[config.mk]
export PLATFORM = sky130hd
export DESIGN_NAME = audio_avg_filter_flat
export DESIGN_NICKNAME = d
export VERILOG_FILES = /design/src/rtl/audio_avg_filter_if.sv /design/src/rtl/audio_avg_filter.sv /design/src/flat_wrapper.sv
export SDC_FILE = /design/constraint.sdc
export NUM_CORES = 1
export LEC_CHECK = 0
export ABC_AREA = 1
export CORE_MARGIN = 2
export CORE_UTILIZATION = 55
export DETAILED_ROUTE_END_ITERATION = 8
export GPL_TIMING_DRIVEN = 1
export PLACE_DENSITY = 0.69
export RECOVER_POWER = 100
export SLEW_MARGIN = 25
export SYNTH_ARGS = -nofsm -noshare
export SYNTH_HDL_FRONTEND = slang
export SYNTH_SLANG_ARGS = --single-unit
[constraint.sdc]
create_clock -name CLOCK_50 -period 22 [get_ports CLOCK_50]
set_input_delay 4.4 -clock CLOCK_50 [delete_from_list [all_inputs] [get_ports CLOCK_50]]
set_output_delay 4.4 -clock CLOCK_50 [all_outputs]
set_load 0.01 [all_outputs]
[src/rtl/audio_avg_filter_if.sv]
// Codec-side stereo sample handshake bundle for the moving-average filter.
interface audio_avg_filter_if #(
  parameter int unsigned DATA_W = 24
);
  logic              read_ready;
  logic [DATA_W-1:0] readdata_left;
  logic [DATA_W-1:0] readdata_right;
  logic              write_ready;
  logic              filter_en;
  logic              read;
  logic              write;
  logic [DATA_W-1:0] writedata_left;
  logic [DATA_W-1:0] writedata_right;
  logic              busy;

  // Codec / stimulus side
  modport master (
    output read_ready, readdata_left, readdata_right, write_ready, filter_en,
    input  read, write, writedata_left, writedata_right, busy
  );

  // Filter side
  modport slave (
    input  read_ready, readdata_left, readdata_right, write_ready, filter_en,
    output read, write, writedata_left, writedata_right, busy
  );
endinterface

[src/rtl/audio_avg_filter.sv]
// Stereo moving-average filter between codec input and output FIFOs.
// One sample in flight: IDLE captures, UPDATE filters, WRITE hands off.
module audio_avg_filter #(
  parameter int unsigned DATA_W    = 24,
  parameter int unsigned LOG2_TAPS = 3
) (
  input  logic                CLOCK_50,
  input  logic                reset,
  audio_avg_filter_if.slave   bus
);

  localparam int unsigned TAPS  = 1 << LOG2_TAPS;
  localparam int unsigned SUM_W = DATA_W + LOG2_TAPS;

  typedef enum logic [1:0] {IDLE, UPDATE, WRITE} state_t;

  state_t state_q, state_d;
  logic   read_q, read_d;
  logic   write_q, write_d;
  logic   busy_q, busy_d;
  logic   capture_c, update_c;

  logic                     fen_q;
  logic signed [DATA_W-1:0] lat_l_q, lat_r_q;
  logic signed [DATA_W-1:0] hist_l_q [TAPS];
  logic signed [DATA_W-1:0] hist_r_q [TAPS];
  logic signed [SUM_W-1:0]  sum_l_q, sum_r_q;
  logic [LOG2_TAPS-1:0]     ptr_q;
  logic [DATA_W-1:0]        wd_l_q, wd_r_q;

  logic signed [SUM_W-1:0]  sum_l_c, sum_r_c;
  logic [DATA_W-1:0]        avg_l_c, avg_r_c;

  // State register
  always_ff @(posedge CLOCK_50 or posedge reset) begin
    if (reset) state_q <= IDLE;
    else       state_q <= state_d;
  end

  // Next-state and next-output decode
  always_comb begin
    state_d   = state_q;
    read_d    = 1'b0;
    write_d   = 1'b0;
    capture_c = 1'b0;
    update_c  = 1'b0;
    case (state_q)
      IDLE: begin
        if (bus.read_ready) begin
          state_d   = UPDATE;
          read_d    = 1'b1;
          capture_c = 1'b1;
        end
      end
      UPDATE: begin
        state_d  = WRITE;
        update_c = 1'b1;
      end
      WRITE: begin
        if (bus.write_ready) begin
          state_d = IDLE;
          write_d = 1'b1;
        end
      end
      default: state_d = IDLE;
    endcase
    busy_d = (state_d != IDLE);
  end

  // Handshake output registers
  always_ff @(posedge CLOCK_50 or posedge reset) begin
    if (reset) begin
      read_q  <= 1'b0;
      write_q <= 1'b0;
      busy_q  <= 1'b0;
    end else begin
      read_q  <= read_d;
      write_q <= write_d;
      busy_q  <= busy_d;
    end
  end

  // New window sums: add the incoming sample, drop the oldest one
  always_comb begin
    sum_l_c = sum_l_q + SUM_W'(lat_l_q) - SUM_W'(hist_l_q[ptr_q]);
    sum_r_c = sum_r_q + SUM_W'(lat_r_q) - SUM_W'(hist_r_q[ptr_q]);
    avg_l_c = DATA_W'(sum_l_c >>> LOG2_TAPS);
    avg_r_c = DATA_W'(sum_r_c >>> LOG2_TAPS);
  end

  // Sample capture, history/sum update and output data (history runs in bypass too)
  always_ff @(posedge CLOCK_50 or posedge reset) begin
    if (reset) begin
      fen_q   <= 1'b0;
      lat_l_q <= '0;
      lat_r_q <= '0;
      sum_l_q <= '0;
      sum_r_q <= '0;
      ptr_q   <= '0;
      wd_l_q  <= '0;
      wd_r_q  <= '0;
      for (int i = 0; i < int'(TAPS); i++) begin
        hist_l_q[i] <= '0;
        hist_r_q[i] <= '0;
      end
    end else begin
      if (capture_c) begin
        lat_l_q <= bus.readdata_left;
        lat_r_q <= bus.readdata_right;
        fen_q   <= bus.filter_en;
      end
      if (update_c) begin
        sum_l_q         <= sum_l_c;
        sum_r_q         <= sum_r_c;
        hist_l_q[ptr_q] <= lat_l_q;
        hist_r_q[ptr_q] <= lat_r_q;
        ptr_q           <= ptr_q + LOG2_TAPS'(1);
        wd_l_q          <= fen_q ? avg_l_c : lat_l_q;
        wd_r_q          <= fen_q ? avg_r_c : lat_r_q;
      end
    end
  end

  assign bus.read            = read_q;
  assign bus.write           = write_q;
  assign bus.busy            = busy_q;
  assign bus.writedata_left  = wd_l_q;
  assign bus.writedata_right = wd_r_q;

endmodule

[src/flat_wrapper.sv]
// flat-port wrapper written by rule: the top's interface ports become plain ports
module audio_avg_filter_flat 
#(
  parameter int unsigned DATA_W    = 24,
  parameter int unsigned LOG2_TAPS = 3
)
  (CLOCK_50, reset, bus_read_ready, bus_readdata_left, bus_readdata_right, bus_write_ready, bus_filter_en, bus_read, bus_write, bus_writedata_left, bus_writedata_right, bus_busy);
  audio_avg_filter_if #(.DATA_W(DATA_W)) bus_i ();
  input  logic CLOCK_50;
  input  logic reset;
  input wire logic [$bits(bus_i.read_ready)-1:0] bus_read_ready;
  input wire logic [$bits(bus_i.readdata_left)-1:0] bus_readdata_left;
  input wire logic [$bits(bus_i.readdata_right)-1:0] bus_readdata_right;
  input wire logic [$bits(bus_i.write_ready)-1:0] bus_write_ready;
  input wire logic [$bits(bus_i.filter_en)-1:0] bus_filter_en;
  output wire logic [$bits(bus_i.read)-1:0] bus_read;
  output wire logic [$bits(bus_i.write)-1:0] bus_write;
  output wire logic [$bits(bus_i.writedata_left)-1:0] bus_writedata_left;
  output wire logic [$bits(bus_i.writedata_right)-1:0] bus_writedata_right;
  output wire logic [$bits(bus_i.busy)-1:0] bus_busy;
  assign bus_i.read_ready = bus_read_ready;
  assign bus_i.readdata_left = bus_readdata_left;
  assign bus_i.readdata_right = bus_readdata_right;
  assign bus_i.write_ready = bus_write_ready;
  assign bus_i.filter_en = bus_filter_en;
  assign bus_read = bus_i.read;
  assign bus_write = bus_i.write;
  assign bus_writedata_left = bus_i.writedata_left;
  assign bus_writedata_right = bus_i.writedata_right;
  assign bus_busy = bus_i.busy;
  audio_avg_filter #(.DATA_W(DATA_W), .LOG2_TAPS(LOG2_TAPS)) u_core (.CLOCK_50(CLOCK_50), .reset(reset), .bus(bus_i));
endmodule
==> impl_metrics.env <==
export IMPL_critPathKind="reg2reg"
export IMPL_grt_overflow_total=0
export IMPL_via_per_inst=5.66
export IMPL_netlist_area_um2=28500
export IMPL_holdWs_ps=472
export IMPL_setup_viol=0
export IMPL_hp_class="reg2reg"
export IMPL_fmax_mhz=72.3
export IMPL_slew_violations=1463
export IMPL_dominantRegCellSynth="dfrtp_1"
export IMPL_clock_path_buffers=3
export IMPL_synth_seq_cells=543
export IMPL_cts_buffers_inserted=58
export IMPL_htreeDepth=2
export IMPL_synthTopCellsByArea="dfrtp_1 48%, nand2_1 14%, o21ai_0 7.3%"
export IMPL_rows=83
export IMPL_post_drt_wl_per_cell_um=19.1
export IMPL_dr_pass1_iters=6
export IMPL_reg2reg_slack_ps=8170
export IMPL_worst_ep_arrival_time_ps=14190
export IMPL_place_congestion=0.947
export IMPL_num_antenna_cells=0
export IMPL_worst_setup_path_start_kind="register"
export IMPL_core_um2=51300
export IMPL_avgSynthCellArea_um2=7.92
export IMPL_status="finished, violations left"
export IMPL_min_delay_start="u_core.bus.writedata_right[15]"
export IMPL_cts_hold_buf=0
export IMPL_grt_pass1_wl_um=132000
export IMPL_period_needed_ps=13830
export IMPL_antenna_found_initial=0
export IMPL_period_share=0.628
export IMPL_crit_top_cell="clkbuf_1"
export IMPL_first_global_vias=23871
export IMPL_yosys_cell_types_count=37
export IMPL_finalSetupTns_ps=0
export IMPL_fin_skew_ps=18.6
export IMPL_ys_warn_count=0
export IMPL_die_area_um2=53700
export IMPL_synth_seq_area_share=0.477
export IMPL_async_reset_ff_frac=1.00
export IMPL_crit_slowest_cell="clkbuf_1"
export IMPL_syn2layout_area_growth_pct=11.3
export IMPL_cts_setup_buffers=0
export IMPL_worst_r2r_cell_count=5
export IMPL_hpwlAfterDp_um=53300
export IMPL_cpPeakStageDelay_ps=5970
export IMPL_cts_sinks=543
export IMPL_synth_cells=3599
export IMPL_insertion_delay_ps=630
export IMPL_whs_path_depth=2
export IMPL_drcViolationCount=0
export IMPL_worstPathMaxFanout=201
export IMPL_cts_root_buf="clkbuf_16"
export IMPL_synth_edff_count=0
export IMPL_cp_data_required_time_ps=22370
export IMPL_crit_chain="clkbuf_1 -> nand2_1 -> nor2_1 -> clkbuf_1 -> a21oi_1"
export IMPL_violations="max-capacitance violations, max-slew violations"
export IMPL_wl_um=82900
export IMPL_rsz0062_at_grt="false"
export IMPL_r2r_end="u_core.hist_r_q[3]"
export IMPL_hold_path_endpoint="u_core.bus.writedata_right[15]"
export IMPL_r2r_start="u_core.ptr_q[0]"
export IMPL_synth_nets=3759
export IMPL_fp_dieW_um=232
export IMPL_maxSlewHeadroom=-4.64
export IMPL_cts_tree="yes"
export IMPL_layout_drive_gt1_share=0.0331
export IMPL_hold_violations=0
export IMPL_worst_pin_slew_ps=8460
export IMPL_start_util=0.556
export IMPL_vias=24519
export IMPL_end_kind="register"
export IMPL_drt_initial_drc_count=2468
export IMPL_grt_usage=0.316
export IMPL_cts_repair_resized=0
export IMPL_grt_max_degree=202
export IMPL_synth_top_cell_by_area="dfrtp_1"
export IMPL_fp_dieH_um=232
export IMPL_clkTransAtPathRegs_ps=60
export IMPL_maxCapViolCount=20
export IMPL_synth_top_area_frac=0.477
export IMPL_antenna_left=0
export IMPL_portBuffers=103
export IMPL_io_pins=104
export IMPL_finalNetCount=3766
-- per-layer routing --
| metal | GRT usage | part of all wire | vias up |
|---|---|---|---|
| met4 | 0.0873 | 0.023 | 0 |
| met5 | 0 | 0 | - |
| li1 | - | - | 11502 |
| met2 | 0.468 | 0.42 | 961 |
| met1 | 0.475 | 0.47 | 11907 |
| met3 | 0.0624 | 0.088 | 149 |
-- cells by family (layout without fill, tap and decap cells) --
kind of cell	Yosys count	count (layout)	synth area share
AOI/OAI and AO/OA	833	833	0.166
xor gates and xnor gates	18	18	0.00553
adders and majority gates	107	107	0.0607
buffers and inverters	709	765	0.0994
DFF	543	543	0.477
and+or+nand+nor	1389	1389	0.192
-- placed cells by master (no fill, tap or decap), types with 54 or more instances in the layout --
master            n
inv_1           520
nand3_1         102
clkbuf_16        58
ha_1             55
dfrtp_1         542
nor2_1          206
a21oi_1         139
nand2_1        1038
o21ai_0         472
dlygate4sd3_1    54
o211ai_1        138
-- stage by stage --
stage / cell area [um2] / std cells / worst slack [ps] / util
after CTS: 31900 / 4334 / 13530 / 0.622
after global routing: 31700 / 4335 / 7020 / 0.619
after floorplan: 28500 / 3599 / 2420 / -
after detailed placement: 29900 / 4225 / 12860 / 0.582
after global placement: 29800 / 4225 / 12960 / 0.582
final: 31700 / 4335 / 8170 / 0.619
-- Yosys cell counts (9+ instances only) --
cell,count
clkbuf_1,92
nand2_1,1037
o21ai_0,414
o21ai_1,69
inv_1,521
xor2_1,13
a21oi_1,139
fa_1,52
a31oi_1,15
dfrtp_1,543
nand3_1,102
o211ai_1,138
buf_4,26
o2111ai_1,43
ha_1,55
nand4_1,9
nor3_1,9
nor2_1,208
buf_2,59
-- worst max-delay path, delay by kind of cell, from the launching register on --
| kind | cells | cell delay (ps) |
|---|---|---|
| buf+inv | 2 | 8450 |
| simple gates | 2 | 3220 |
| flops | 1 | 1520 |
| compound gates | 1 | 260 |
-- state kept, by name, indices dropped and copies added, names as in the netlist --
signal,flops
u_core.bus.busy,1
u_core.bus.read,1
u_core.bus.write,1
u_core.bus.writedata_left,24
u_core.bus.writedata_right,24
u_core.fen_q,1
u_core.hist_l_q,192
u_core.hist_r_q,192
u_core.lat_l_q,24
u_core.lat_r_q,24
u_core.ptr_q,3
u_core.state_q,2
u_core.sum_l_q,27
u_core.sum_r_q,27
-- worst max-delay path by stage --
stage	from	to	slack [ps]	depth (start not counted)
2_1_floorplan	reset	u_core.bus.busy	2420	1
3_3_place_gp	reset	u_core.ptr_q[0]	12960	6
3_5_place_dp	reset	u_core.ptr_q[0]	12860	6
4_1_cts	reset	u_core.ptr_q[0]	13530	6
5_1_grt	u_core.ptr_q[0]	u_core.hist_r_q[3]	7020	5
6_report	u_core.ptr_q[0]	u_core.hist_r_q[3]	8170	5
-- cell type report --
cell class	count	area, um2
repair buffers	131	1210
fillers	4585	19600
inverters	525	1970
clock buffers	88	1660
multi-input cells	2347	12100
clock inverters	21	355
flip-flops and latches	543	13600
well taps	680	851
Power is not shown: default switching activity piles up to over one toggle a cycle in this logic, so the estimate is an artifact.
